===== src/rtl/bnn_layer_engine.sv =====
// Time-multiplexed XNOR-popcount BNN layer: one neuron per clock, streamed weight loading.
// Optional per-neuron raw score output is enabled by defining BNN_SCORE_OUT_EN.
module bnn_layer_engine #(
    parameter  int N_IN   = 8,
    parameter  int N_OUT  = 4,
    parameter  int LOAD_W = 4,
    localparam int CW     = $clog2(N_IN + 1)
) (
    input  logic                  clk,
    input  logic                  reset,
    input  logic [CW-1:0]         thr,
    input  logic                  in_valid,
    output logic                  in_ready,
    input  logic [N_IN-1:0]       x_in,
    output logic                  out_valid,
    input  logic                  out_ready,
    output logic [N_OUT-1:0]      out_data,
    input  logic                  load_valid,
    output logic                  load_ready,
    input  logic [LOAD_W-1:0]     load_data,
    input  logic                  load_restart,
    output logic                  busy,
    output logic [N_OUT*CW-1:0]   score_out
);

    localparam int NB = N_IN / LOAD_W;
    localparam int IW = (N_OUT > 1) ? $clog2(N_OUT) : 1;
    localparam int BW = (NB > 1) ? $clog2(NB) : 1;

    typedef enum logic [1:0] {
        IDLE    = 2'd0,
        COMPUTE = 2'd1,
        OUTPUT  = 2'd2
    } state_t;

    state_t           state;
    logic [N_IN-1:0]  weights [N_OUT];
    logic [N_IN-1:0]  x_lat;
    logic [N_IN-1:0]  shadow;
    logic [N_IN-1:0]  record;
    logic [CW-1:0]    thr_lat;
    logic [CW-1:0]    match;
    logic [IW-1:0]    idx;
    logic [IW-1:0]    ptr;
    logic [BW-1:0]    beat;
    logic             load_fire;
    logic             in_fire;
    logic             last_beat;

    function automatic logic [CW-1:0] popcount(input logic [N_IN-1:0] v);
        logic [CW-1:0] c;
        c = '0;
        for (int i = 0; i < N_IN; i++) begin
            c = c + CW'(v[i]);
        end
        return c;
    endfunction

    // Loads win over inferences in IDLE; a restart pulse blocks both for that cycle.
    assign load_ready = (state == IDLE) && !load_restart;
    assign in_ready   = (state == IDLE) && !load_valid && !load_restart;
    assign busy       = (state != IDLE);
    assign load_fire  = load_valid && load_ready;
    assign in_fire    = in_valid && in_ready;
    assign last_beat  = (beat == BW'(NB - 1));
    assign match      = popcount(~(x_lat ^ weights[idx]));

    // Shadow record with the incoming beat merged in, committed whole on the last beat.
    always_comb begin
        record = shadow;
        record[int'(beat)*LOAD_W +: LOAD_W] = load_data;
    end

    // Inference sequencer: latch input, evaluate one neuron per cycle, hold result.
    always_ff @(posedge clk) begin
        if (reset) begin
            state     <= IDLE;
            idx       <= '0;
            x_lat     <= '0;
            thr_lat   <= '0;
            out_valid <= 1'b0;
            out_data  <= '0;
        end else begin
            case (state)
                IDLE: begin
                    if (in_fire) begin
                        x_lat   <= x_in;
                        thr_lat <= thr;
                        idx     <= '0;
                        state   <= COMPUTE;
                    end
                end
                COMPUTE: begin
                    out_data[idx] <= (match >= thr_lat);
                    if (idx == IW'(N_OUT - 1)) begin
                        idx       <= '0;
                        out_valid <= 1'b1;
                        state     <= OUTPUT;
                    end else begin
                        idx <= idx + IW'(1);
                    end
                end
                OUTPUT: begin
                    if (out_ready) begin
                        out_valid <= 1'b0;
                        state     <= IDLE;
                    end
                end
                default: begin
                    out_valid <= 1'b0;
                    state     <= IDLE;
                end
            endcase
        end
    end

    // Weight loader: beats fill the shadow, the last beat commits to the pointed neuron.
    always_ff @(posedge clk) begin
        if (reset) begin
            for (int j = 0; j < N_OUT; j++) begin
                weights[j] <= '0;
            end
            ptr    <= '0;
            beat   <= '0;
            shadow <= '0;
        end else if (load_restart) begin
            ptr    <= '0;
            beat   <= '0;
            shadow <= '0;
        end else if (load_fire) begin
            shadow <= record;
            if (last_beat) begin
                weights[ptr] <= record;
                beat         <= '0;
                ptr          <= (ptr == IW'(N_OUT - 1)) ? '0 : ptr + IW'(1);
            end else begin
                beat <= beat + BW'(1);
            end
        end
    end

`ifdef BNN_SCORE_OUT_EN
    logic [N_OUT*CW-1:0] score;

    // Raw match counts, written alongside the decision bits.
    always_ff @(posedge clk) begin
        if (reset) begin
            score <= '0;
        end else if (state == COMPUTE) begin
            score[int'(idx)*CW +: CW] <= match;
        end
    end

    assign score_out = score;
`else
    assign score_out = '0;
`endif

endmodule


===== config.mk =====
export PLATFORM = sky130hd
export DESIGN_NAME = bnn_layer_engine
export DESIGN_NICKNAME = d
export VERILOG_FILES = /design/src/rtl/bnn_layer_engine.sv
export SDC_FILE = /design/constraint.sdc
export NUM_CORES = 1
export LEC_CHECK = 0
export BUFFER_PORTS_ARGS = -buffer_cell sky130_fd_sc_hd__buf_4
export CAP_MARGIN = 20
export CORE_ASPECT_RATIO = 0.75
export CORE_MARGIN = 4
export CORE_UTILIZATION = 40
export CTS_CLUSTER_DIAMETER = 30
export DETAILED_ROUTE_END_ITERATION = 12
export PLACE_DENSITY_LB_ADDON = 0.1
export SLEW_MARGIN = 30
export SYNTH_ARGS = -nofsm -noshare
export SYNTH_HDL_FRONTEND = slang
export SYNTH_SLANG_ARGS = --single-unit
export TNS_END_PERCENT = 50

===== constraint.sdc =====
create_clock -name clk -period 9.9 [get_ports clk]
set_input_delay 1.98 -clock clk [delete_from_list [all_inputs] [get_ports clk]]
set_output_delay 1.98 -clock clk [all_outputs]
set_load 0.01 [all_outputs]

# Word level (Yosys, flattened, before mapping)
# Memories as Yosys holds them, arrays and structs flattened. A register that Yosys moved wholly into a read port is not among the register bits.
# Index checks and enable logic that the tools add are counted.
[op_classes] n_reduce_logical=18 addsub=11 n_eq_ne=7 bitwise=3 n_lt_le_gt_ge=3 shift=2 n_mux=28
[op_table] operator="$neg 3->33" n=1
[op_table] operator="$shift 4x33->8 const A" n=1
[op_table] operator="$shiftx 4x33->8" n=1
[op_table] operator="$mux 2" n=9
[op_table] operator="$add 4x1->4" n=4
[op_table] operator="$mux 1" n=12
[op_table] operator="$bwmux 8" n=1
[op_table] operator="$mux 8" n=1
[op_table] operator="$not 8->8" n=1
[op_table] operator="$reduce_or 8->1" n=1
[op_table] operator="$xor 8x8->8" n=1
[op_table] operator="$eq 2x2->1 const B" n=3
[op_table] operator="$logic_and 1x1->1" n=6
[op_table] operator="$ne 2x2->1 const B" n=3
[op_table] operator="$pmux 2 s3" n=1
[op_table] operator="$reduce_and 2->1" n=3
[op_table] operator="$reduce_and 3->1" n=2
[op_table] operator="$add 2x1->2 const B" n=2
[op_table] operator="$add 3x1->4" n=1
[op_table] operator="$bwmux 4" n=1
[op_table] operator="$ge 4x4->1" n=1
[op_table] operator="$pmux 2 s2" n=1
[op_table] operator="$reduce_bool 2->1" n=2
[op_table] operator="$add 2x1->3" n=1
[op_table] operator="other kinds (11)" n=12
[totals] input_bits=22 reg_bits=32 ramBits=32 elab_cells=82 memories=1
[mem_list] memory="weights" depth=4 width=8 read_ports=1 rd_ports_with_merged_regs=1 write_ports=4 line_no="37" source="logic [N_IN-1:0] weights [N_OUT];"

# Longest topological paths before layout
# Gate-level depths: netlist of run 1.
[depth] ltp_word=11 mapped_depth=16 ltp_nobuf=14

# Worst setup path before layout of run 1
# OpenSTA, ideal clock, no wires.
[synth_timing] path_type="reg2reg" startpoint="register with a tool-made name" endpoint="register out_data[1]" path_slack_ns=5.198 required_time_ns=9.770 n_path_buf=1 stages_incl_launch_ff=15 synth_period_minus_slack_ns=4.702 arrival_time_ns=4.572 cell_sequence="dfxtp_1 -> buf_2 -> mux4_2 -> xnor2_1 -> fa_1 -> inv_1 -> fa_1 -> inv_1 -> fa_1 -> ha_1 -> fa_1 -> ha_1 -> or3b_2 -> a2111oi_1 -> nor3_1"
[synth_rtl] item="to (signal, indexed assignment)" line_no="94" source="out_data[idx] <= (match >= thr_lat);"
[synth_rtl] item="to (decl)" line_no="17" source="output logic [N_OUT-1:0] out_data,"

==> out/metrics.yaml, run 1 <==
critPathSlowestCell: "dfxtp_1"
arrival_ps: 5240
whs_ps: 478
die_area_mm2: 0.00994
synth_top_family_by_area: "simple AND/OR/NAND/NOR gates"
most-common-layout-cells: "nor2_1 (47), dfxtp_1 (34), edfxtp_1 (32)"
whs_path_depth: 2
relSlewSlack: 0.545
synth_fa_ha_area_frac: 0.0685
synth-simple-area-share: 0.172
crit_family: "adder cells"
grt_pass1_vias: 2146
cp.required_ps: 10130
cts_setup_buffers: 0
reg2regPathDepth: 13
hold_start: "thr_lat[0]"
fin_skew_ps: 12.7
synthXorXnorAreaFrac: 0.0261
cts_made_buffers: 9
whs_endpoint: "thr_lat[0]"
synth_mux_area_frac: 0.0775
cp-start-kind: "register"
portBuffers: 29
crit_path_max_incr_delay_ps: 640
htree_levels: 3
report.final.slew_viol_count: 0
synth_cells: 300
setup_tns_ps: 0
clk_pin_slew_ps: 80
ant_nets: 0
num_rows: 28
timing.final.crit_share: 0.506
fp.coreArea_mm2: 0.00802
vias: 2238
overflow: 0
setup_ws_ps: 4890
max_freq_mhz: 200
grt_usage: 0.146
r2r-end: "out_data[3]"
cp.depth: 13
totalWireLength_mm: 6.87
yosysTopAreaCell: "edfxtp_1"
die_w_um: 114
post-place-ws_ps: 4810
final_common_cell: "nor2_1"
cts_tree: "done"
endpoint_kind: "register"
synth_edf_count: 32
min_period_ps: 5010
p_leak_uw: 0.00140
ys_warn_count: 0
layoutNonFillerInstCount: 435
grt_antenna_before_repair: 0
yosysTopAreaCellShare: 0.286
p_per_area_mw_per_mm2: 177
min_path_type: "register to register"
root_buffer: "clkbuf_8"
drc_errors: 0
clk_path_buf_depth: 2
ys_types: 42
avgRoutedWirePerCell_um: 15.8
worstPathMaxFanout: 8
avgViaCountPerCell: 5.14
drive_above_1_share: 0.182
finalHoldViolCount: 0
worstPathCellList: "mux4_2 > xnor2_1 > fa_1 > inv_1 > fa_1 > inv_1 > fa_1 > ha_1 > fa_1 > ha_1 > or3b_2 > a2111oi_1 > nor3_1"
clock-sinks: 66
die_h_um: 87.4
dp_hpwl_mm: 4.94
avgSynthCellArea_um2: 11.2
multi_input_area_mm2: 0.00152
ys_async_sr_fraction: 0
post_cts_resized: 0
gp_congestion: 0.716
n_fill_cell: 768
regArea_mm2: 0.00164
cts_hold_buffers: 0
ioPinCount: 46
ys_ff_latch: 66
critical_path_class: "register to register"
drtIter0Drc: 132
synth_ff_type: "dfxtp_1"
n_antenna_cell: 0
setup_violations: 0
grt_setup_unrepaired: "no"
cap_violations: 0
firstDrtPassIters: 4
synth_compound_area_frac: 0.0898
ir_worst_vdd_mv: 0.0800
yosys-top-cells-area: "edfxtp_1 (29%), dfxtp_1 (20%), mux4_2 (5.4%)"
syn2layout_area_growth_pct: 13.5
fin_nets: 363
crit_top_cell: "fa_1"
grt_max_degree: 45
clk_latency_ps: 340
reg2reg_slack_ps: 4890
status: "complete, no violations"
crit_buf_inv: 2
synth_seq_area_share: 0.489
worst_pin_slew_ps: 681
dp_cells: 419
synth_area_mm2: 0.00336
start_util: 0.419
grt_first_pass_wirelength_mm: 11.2
## stage by stage
step	power [uW]	area (um2)	util
global route	711	3810	0.475
global placement	425	3590	0.447
detailed placement	426	3590	0.447
floorplan	396	3420	-
CTS	682	3810	0.475
finish	673	3810	0.475
## cells by family after synthesis
group | count (synthesis)
AOI/OAI and AO/OA | 40
xor gates and xnor gates | 10
adders and majority gates | 16
buffers and inverters | 49
DFF | 66
muxes | 16
other | 1
and+or+nand+nor | 102
## cell type report
cell class,instances,share of cell area
timing repair buffer,31,0.0610
inverter,17,0.0167
tap,105,0.0345
multi-input combinational,200,0.398
sequential,66,0.431
clock inverter,6,0.0233
clock buffer,10,0.0361
## sequential cells by signal (all words and copies together), names as in the netlist, named ones only
signal / count
beat: 1
idx: 2
out_data: 4
out_valid: 1
ptr: 2
shadow: 8
state: 2
thr_lat: 4
weights: 32
x_lat: 8
## routing by layer
| metal | share of wire | global-route usage | wire length [um] |
|---|---|---|---|
| met5 | 0 | 0 | 0 |
| met4 | 0.0068 | 0.0259 | 47 |
| met3 | 0.058 | 0.0507 | 401 |
| met2 | 0.42 | 0.215 | 2880 |
| met1 | 0.52 | 0.212 | 3540 |
## worst register-to-register path: cells and delay by family (launching register included)
kind,cells,cell delay [ps]
fa+ha+maj,6,2420
flops,1,640
xor+xnor,1,160
compound gates,1,380
mux,1,590
buf+inv,2,110
simple gates,2,600
## where the power goes
group	switching, uW	internal, uW	total [uW]	leakage (uW)
registers	6.58	294	301	0.000606
logic	68.5	49.7	118	0.000680
clock network	105	149	255	0.000117
total	180	493	673	0.00140
## worst max path at each step
stage | from | end | slack [ps]
floorplan | register | out_data[1] | 5200
global placement | register | out_data[1] | 4870
detailed placement | register | out_data[3] | 4810
CTS | register | out_data[3] | 4800
global route | register | out_data[3] | 4570
finish | register | out_data[3] | 4890
## Yosys cell counts, types with 2 or more instances
library cell	instances
nand3b_1	2
a41o_1	3
o31a_1	3
dfxtp_1	34
edfxtp_1	32
mux2i_1	8
o31ai_1	3
nand4_1	3
fa_1	4
a211oi_1	10
a2111oi_1	3
xor2_1	3
or2_1	2
nand2_1	2
xnor2_1	7
mux4_2	8
buf_4	17
ha_1	12
nand2b_1	17
inv_1	17
nor2_1	47
o21ai_1	9
nand4b_1	12
clkbuf_1	7
a21oi_1	3
o32ai_1	2
buf_2	8
nor3_1	8
Note: power is estimated with default switching activity, not from simulation.
==> inputs of run 2 (changes only) <==
- ABC_AREA: unset -> 1
- clock period: 9.9 -> 5.1 ns (I/O delays scaled with it)
==> out/metrics.yaml, run 2 <==
status: "complete, no violations"  # unchanged
cp.required_ps: 5330  # was 10130 ps
grt_first_pass_wirelength_mm: 12.2  # was 11.2 mm
gp_congestion: 0.889  # was 0.716
synth_area_mm2: 0.00343  # was 0.00336 mm2
grt_antenna_before_repair: 0  # unchanged
hold_start: "shadow[0]"  # was thr_lat[0]
overflow: 0  # unchanged
cts_made_buffers: 9  # unchanged
p_per_area_mw_per_mm2: 373  # was 177 mW/mm2
htree_levels: 3  # unchanged
reg2regPathDepth: 20  # was 13
grt_max_degree: 28  # was 45
report.final.slew_viol_count: 0  # unchanged
avgSynthCellArea_um2: 8.32  # was 11.2 um2
finalHoldViolCount: 0  # unchanged
clk_latency_ps: 330  # was 340 ps
max_freq_mhz: 227  # was 200 MHz
drc_errors: 0  # unchanged
cp-start-kind: "register"  # unchanged
totalWireLength_mm: 7.07  # was 6.87 mm
clk_path_buf_depth: 2  # unchanged
r2r-end: "out_data[0]"  # was out_data[3]
ioPinCount: 46  # unchanged
start_util: 0.422  # was 0.419
cap_violations: 0  # unchanged
synth_seq_area_share: 0.479  # was 0.489
endpoint_kind: "register"  # unchanged
root_buffer: "clkbuf_16"  # was clkbuf_8
drive_above_1_share: 0.123  # was 0.182
synth.most_common_cell: "nand2_1"  # was nor2_1
final_common_cell: "nand2_1"  # was nor2_1
die_area_mm2: 0.0101  # was 0.00994 mm2
avgRoutedWirePerCell_um: 12.8  # was 15.8 um
synth_edf_count: 32  # unchanged
ys_async_sr_fraction: 0  # unchanged
fin_nets: 479  # was 363
reg2reg_slack_ps: 690  # was 4890 ps
setup_tns_ps: 0  # unchanged
min_path_type: "register to register"  # unchanged
worst_pin_slew_ps: 745  # was 681 ps
ir_worst_vdd_mv: 0.266  # was 0.0800 mV
relSlewSlack: 0.503  # was 0.545
whs_endpoint: "shadow[0]"  # was thr_lat[0]
cts_setup_buffers: 0  # unchanged
cts_hold_buffers: 0  # unchanged
clock-sinks: 66  # unchanged
arrival_ps: 4650  # was 5240 ps
ys_warn_count: 0  # unchanged
grt_pass1_vias: 2512  # was 2146
post_cts_resized: 0  # unchanged
portBuffers: 29  # unchanged
grt_usage: 0.156  # was 0.146
dp_hpwl_mm: 5.25  # was 4.94 mm
multi_input_area_mm2: 0.00143  # was 0.00152 mm2
cts_tree: "done"  # unchanged
ys_types: 29  # was 42
vias: 2541  # was 2238
clk_pin_slew_ps: 50  # was 80 ps
ant_nets: 0  # unchanged
synth_common_cells: "nand2_1 (94), inv_1 (57), nor2_1 (56)"  # was nor2_1 (47), dfxtp_1 (34), edfxtp_1 (32)
min_period_ps: 4410  # was 5010 ps
yosys-top-cells-area: "edfxtp_1 (28%), dfxtp_1 (20%), nand2_1 (10%)"  # was edfxtp_1 (29%), dfxtp_1 (20%), mux4_2 (5.4%)
place_area_mm2: 0.00365  # was 0.00359 mm2
largest_register_ffs: 32  # unchanged
ys_ff_latch: 66  # unchanged
avgViaCountPerCell: 4.61  # was 5.14
worstPathMaxFanout: 16  # was 8
n_fill_cell: 804  # was 768
largest_registers: "weights x32, shadow x8, x_lat x8"  # unchanged
fp.coreArea_mm2: 0.00813  # was 0.00802 mm2
p_leak_uw: 0.00173  # was 0.00140 uW
grt_setup_unrepaired: "no"  # unchanged
drtIter0Drc: 173  # was 132
synth_cells: 412  # was 300
num_rows: 28  # unchanged
syn2layout_area_growth_pct: 14.8  # was 13.5%
setup_violations: 0  # unchanged
top_register: "weights"  # unchanged
design_area_mm2: 0.00393  # was 0.00381 mm2
n_antenna_cell: 0  # unchanged
yosysTopAreaCellShare: 0.280  # was 0.286
fin_skew_ps: 6.37  # was 12.7 ps
most-common-layout-cells: "nand2_1 (94), inv_1 (57), nor2_1 (56)"  # was nor2_1 (47), dfxtp_1 (34), edfxtp_1 (32)
firstDrtPassIters: 4  # unchanged
yosysTopAreaCell: "edfxtp_1"  # unchanged
critical_path_class: "register to register"  # unchanged
regArea_mm2: 0.00164  # unchanged
die_h_um: 88.2  # was 87.4 um
whs_path_depth: 2  # unchanged
die_w_um: 115  # was 114 um
timing.final.crit_share: 0.866  # was 0.506
synth_ff_type: "dfxtp_1"  # unchanged
[run 2: cell families after synthesis]
group,after synthesis,share of synthesized area
and+or+nand+nor,195,0.248
xor gates and xnor gates,9,0.0230
adders and majority gates,16,0.0672
AOI/OAI and AO/OA,39,0.0606
buffers and inverters,86,0.122
other,1,0.00109
DFF,66,0.479
[run 2: how the worst max path moves through the flow]
stage                     startpoint           to  cells after the start
after detailed placement    register  out_data[0]                     18
after global placement      register  out_data[0]                     20
after global routing        register  out_data[2]                     20
final                       register  out_data[0]                     20
after CTS                   register  out_data[0]                     20
after floorplan             register  out_data[0]                     22
[run 2: cell type report]
class | count | area share
Tap cell | 105 | 0.0334
Clock inverter | 7 | 0.0153
Sequential cell | 66 | 0.417
Inverter | 58 | 0.0553
Timing Repair Buffer | 31 | 0.0592
Multi-Input combinational cell | 275 | 0.362
Clock buffer | 9 | 0.0573
[run 2: stage by stage]
step | util | hold slack, ps | setup WS [ps] | power (uW) | cells
after floorplan | - | 424 | 958 | 817 | 427
after global placement | 0.449 | 433 | 720 | 884 | 535
after detailed placement | 0.449 | 440 | 712 | 886 | 535
after CTS | 0.484 | 448 | 676 | 1480 | 551
after global routing | 0.484 | 464 | 380 | 1570 | 551
final | 0.484 | 444 | 685 | 1470 | 551
[run 2: where the power goes]
group | internal [uW] | switching [uW] | leakage (uW)
logic | 112 | 181 | 0.000983
clock network | 371 | 219 | 0.000140
registers | 574 | 9.19 | 0.000606
[run 2: critical path, stage by stage, from the launching register on]
cell     delay (ps)
dfxtp_1         310
inv_1           360
nand2_1         130
nand3_1         110
nand2_1          70
xor2_1          160
fa_1            530
inv_1            50
fa_1            530
inv_1            50
fa_1            470
ha_1            260
fa_1            390
xor2_1          150
ha_1            270
nand2_1          70
inv_1            50
nand3_1         140
nand4_1         110
nand2_1          80
inv_1            30
[run 2: routing by layer]
metal | up-vias | track usage | wire, um | share of wire
met5 | - | 0 | 0 | 0
met4 | 0 | 0.0640 | 83 | 0.012
met3 | 8 | 0.0477 | 451 | 0.064
met2 | 67 | 0.205 | 2770 | 0.39
met1 | 1132 | 0.235 | 3760 | 0.53
li1 | 1334 | - | - | -
==> inputs of run 3 (changes only) <==
- REMOVE_ABC_BUFFERS: unset -> 1
- SLEW_MARGIN: 30 -> unset
- clock period: 5.1 -> 5.3 ns (I/O delays scaled with it)
==> out/metrics.yaml, run 3 (synthesis gave the netlist of run 2 again) <==
post_cts_resized: 0  # unchanged
root_buffer: "clkbuf_16"  # unchanged
most-common-layout-cells: "nand2_1 (94), inv_1 (57), nor2_1 (56)"  # unchanged
totalWireLength_mm: 6.97  # was 7.07 mm
p_leak_uw: 0.00174  # was 0.00173 uW
ant_nets: 0  # unchanged
setup_tns_ps: 0  # unchanged
clk_pin_slew_ps: 50  # about the same
cts_tree: "done"  # unchanged
cap_violations: 0  # unchanged
vias: 2561  # was 2541
worstPathMaxFanout: 17  # was 16
cts_setup_buffers: 0  # unchanged
internal_power_uw: 1030  # was 1060 uW
drtIter0Drc: 122  # was 173
cts_hold_buffers: 0  # unchanged
p_sw_uw: 388  # was 409 uW
grtUsageMet1: 0.212  # was 0.235
die_area_mm2: 0.0101  # unchanged
ioPinCount: 46  # unchanged
setup_violations: 0  # unchanged
grt_setup_unrepaired: "no"  # unchanged
max_freq_mhz: 221  # was 227 MHz
top_register: "weights"  # unchanged
sw_frac_of_total: 0.273  # was 0.279
dp_hpwl_mm: 5.19  # was 5.25 mm
firstDrtPassIters: 4  # unchanged
grt_antenna_before_repair: 0  # unchanged
relSlewSlack: 0.507  # was 0.503
postLayoutCoreUtil: 0.485  # was 0.484
timing.final.crit_share: 0.855  # was 0.866
drive_above_1_share: 0.121  # was 0.123
combinationalPowerShare: 0.198  # was 0.200
clk_path_buf_depth: 2  # unchanged
final_common_cell: "nand2_1"  # unchanged
finalHoldViolCount: 0  # unchanged
drc_errors: 0  # unchanged
multi_input_area_mm2: 0.00143  # unchanged
report.final.slew_viol_count: 0  # unchanged
crit_path_max_incr_delay_ps: 530  # about the same
p_per_area_mw_per_mm2: 361  # was 373 mW/mm2
whs_ps: 452  # was 444 ps
die_w_um: 115  # unchanged
portBuffers: 29  # unchanged
die_h_um: 88.2  # unchanged
arrival_ps: 4760  # was 4650 ps
ir_worst_vdd_mv: 0.229  # was 0.266 mV
grt_first_pass_wirelength_mm: 11.8  # was 12.2 mm
avgRoutedWirePerCell_um: 12.6  # was 12.8 um
n_fill_cell: 809  # was 804
cts_made_buffers: 9  # unchanged
endpoint_kind: "register"  # unchanged
num_rows: 28  # unchanged
grt_pass1_vias: 2444  # was 2512
globalRouteMet2Util: 0.220  # was 0.205
clock-sinks: 66  # unchanged
n_antenna_cell: 0  # unchanged
cp.required_ps: 5530  # was 5330 ps
clk_latency_ps: 330  # about the same
crit_buf_inv: 6  # was 5
start_util: 0.422  # unchanged
worstPathCellList: "buf_4 > inv_1 > nand2_1 > nand3_1 > nand2_1 > xor2_1 > fa_1 > inv_1 > fa_1 > inv_1 > fa_1 > ha_1 > fa_1 > xor2_1 > ha_1 > nand2_1 > inv_1 > nand3_1 > nand4_1 > nand2_1 > inv_1"  # was inv_1 > nand2_1 > nand3_1 > nand2_1 > xor2_1 > fa_1 > inv_1 > fa_1 > inv_1 > fa_1 > ha_1 > fa_1 > xor2_1 > ha_1 > nand2_1 > inv_1 > nand3_1 > nand4_1 > nand2_1 > inv_1
overflow: 0  # unchanged
gp_congestion: 0.801  # was 0.889
critPathSlowestCell: "fa_1"  # unchanged
power_frac_seq: 0.395  # was 0.398
fp.coreArea_mm2: 0.00813  # unchanged
worst_pin_slew_ps: 738  # was 745 ps
syn2layout_area_growth_pct: 15.0  # was 14.8%
crit_family: "adder cells"  # unchanged
status: "complete, no violations"  # unchanged
fin_nets: 480  # was 479
crit_top_cell: "inv_1"  # unchanged
grtUsageMet3: 0.0580  # was 0.0477
regArea_mm2: 0.00164  # unchanged
fin_skew_ps: 3.80  # was 6.37 ps
cp-start-kind: "register"  # unchanged
critical_path_class: "register to register"  # unchanged
min_path_type: "register to register"  # unchanged
power_frac_clock: 0.407  # was 0.403
largest_registers: "weights x32, shadow x8, x_lat x8"  # unchanged
grt-busiest-layer: "met2"  # was met1
min_period_ps: 4530  # was 4410 ps
avgViaCountPerCell: 4.64  # was 4.61
htree_levels: 3  # unchanged
grt_max_degree: 28  # unchanged
grt_usage: 0.153  # was 0.156
largest_register_ffs: 32  # unchanged
## run 3: final timing paths
path                       to      start  depth (start not counted)  slack [ps]
hold reg to reg     shadow[5]  shadow[5]                          2         450
setup / recovery  out_data[3]   register                         21         770
setup reg to reg  out_data[3]   register                         21         770
hold / removal      shadow[5]  shadow[5]                          2         450
## run 3: through the flow
step	instances	area (um2)	setup WS, ps	total power [uW]
3_3_place_gp	535	3650	872	846
3_5_place_dp	535	3650	782	849
5_1_grt	552	3940	368	1510
4_1_cts	551	3940	770	1430
2_1_floorplan	399	3280	1070	772
6_report	552	3940	766	1420
## run 3: cell type report
class | instances | area share
sequential | 66 | 0.416
multi-input combinational | 275 | 0.361
clock buffer | 12 | 0.0625
timing repair buffer | 32 | 0.0603
inverter | 58 | 0.0552
tap | 105 | 0.0333
clock inverter | 4 | 0.0108
## run 3: worst reg2reg max path, cell delays in order (launching register included)
cell,delay (ps)
dfxtp_1,290
buf_4,170
inv_1,360
nand2_1,110
nand3_1,90
nand2_1,60
xor2_1,160
fa_1,530
inv_1,50
fa_1,530
inv_1,50
fa_1,490
ha_1,240
fa_1,380
xor2_1,150
ha_1,280
nand2_1,70
inv_1,50
nand3_1,140
nand4_1,110
nand2_1,80
inv_1,30
## run 3: power by group through the flow
stage               Sequential [uW]  Combinational (uW)  Clock [uW]
detailed placement              572                 277           0
finish                          561                 281         579
floorplan                       570                 202           0
CTS                             561                 280         592
global placement                572                 274           0
global route                    563                 330         617
## run 3: routing by layer
| metal | share of wire | wire (um) | vias up |
|---|---|---|---|
| met5 | 0 | 0 | - |
| met4 | 0.011 | 78 | 0 |
| met3 | 0.066 | 459 | 7 |
| met2 | 0.42 | 2900 | 67 |
| met1 | 0.51 | 3530 | 1157 |
| li1 | - | - | 1330 |
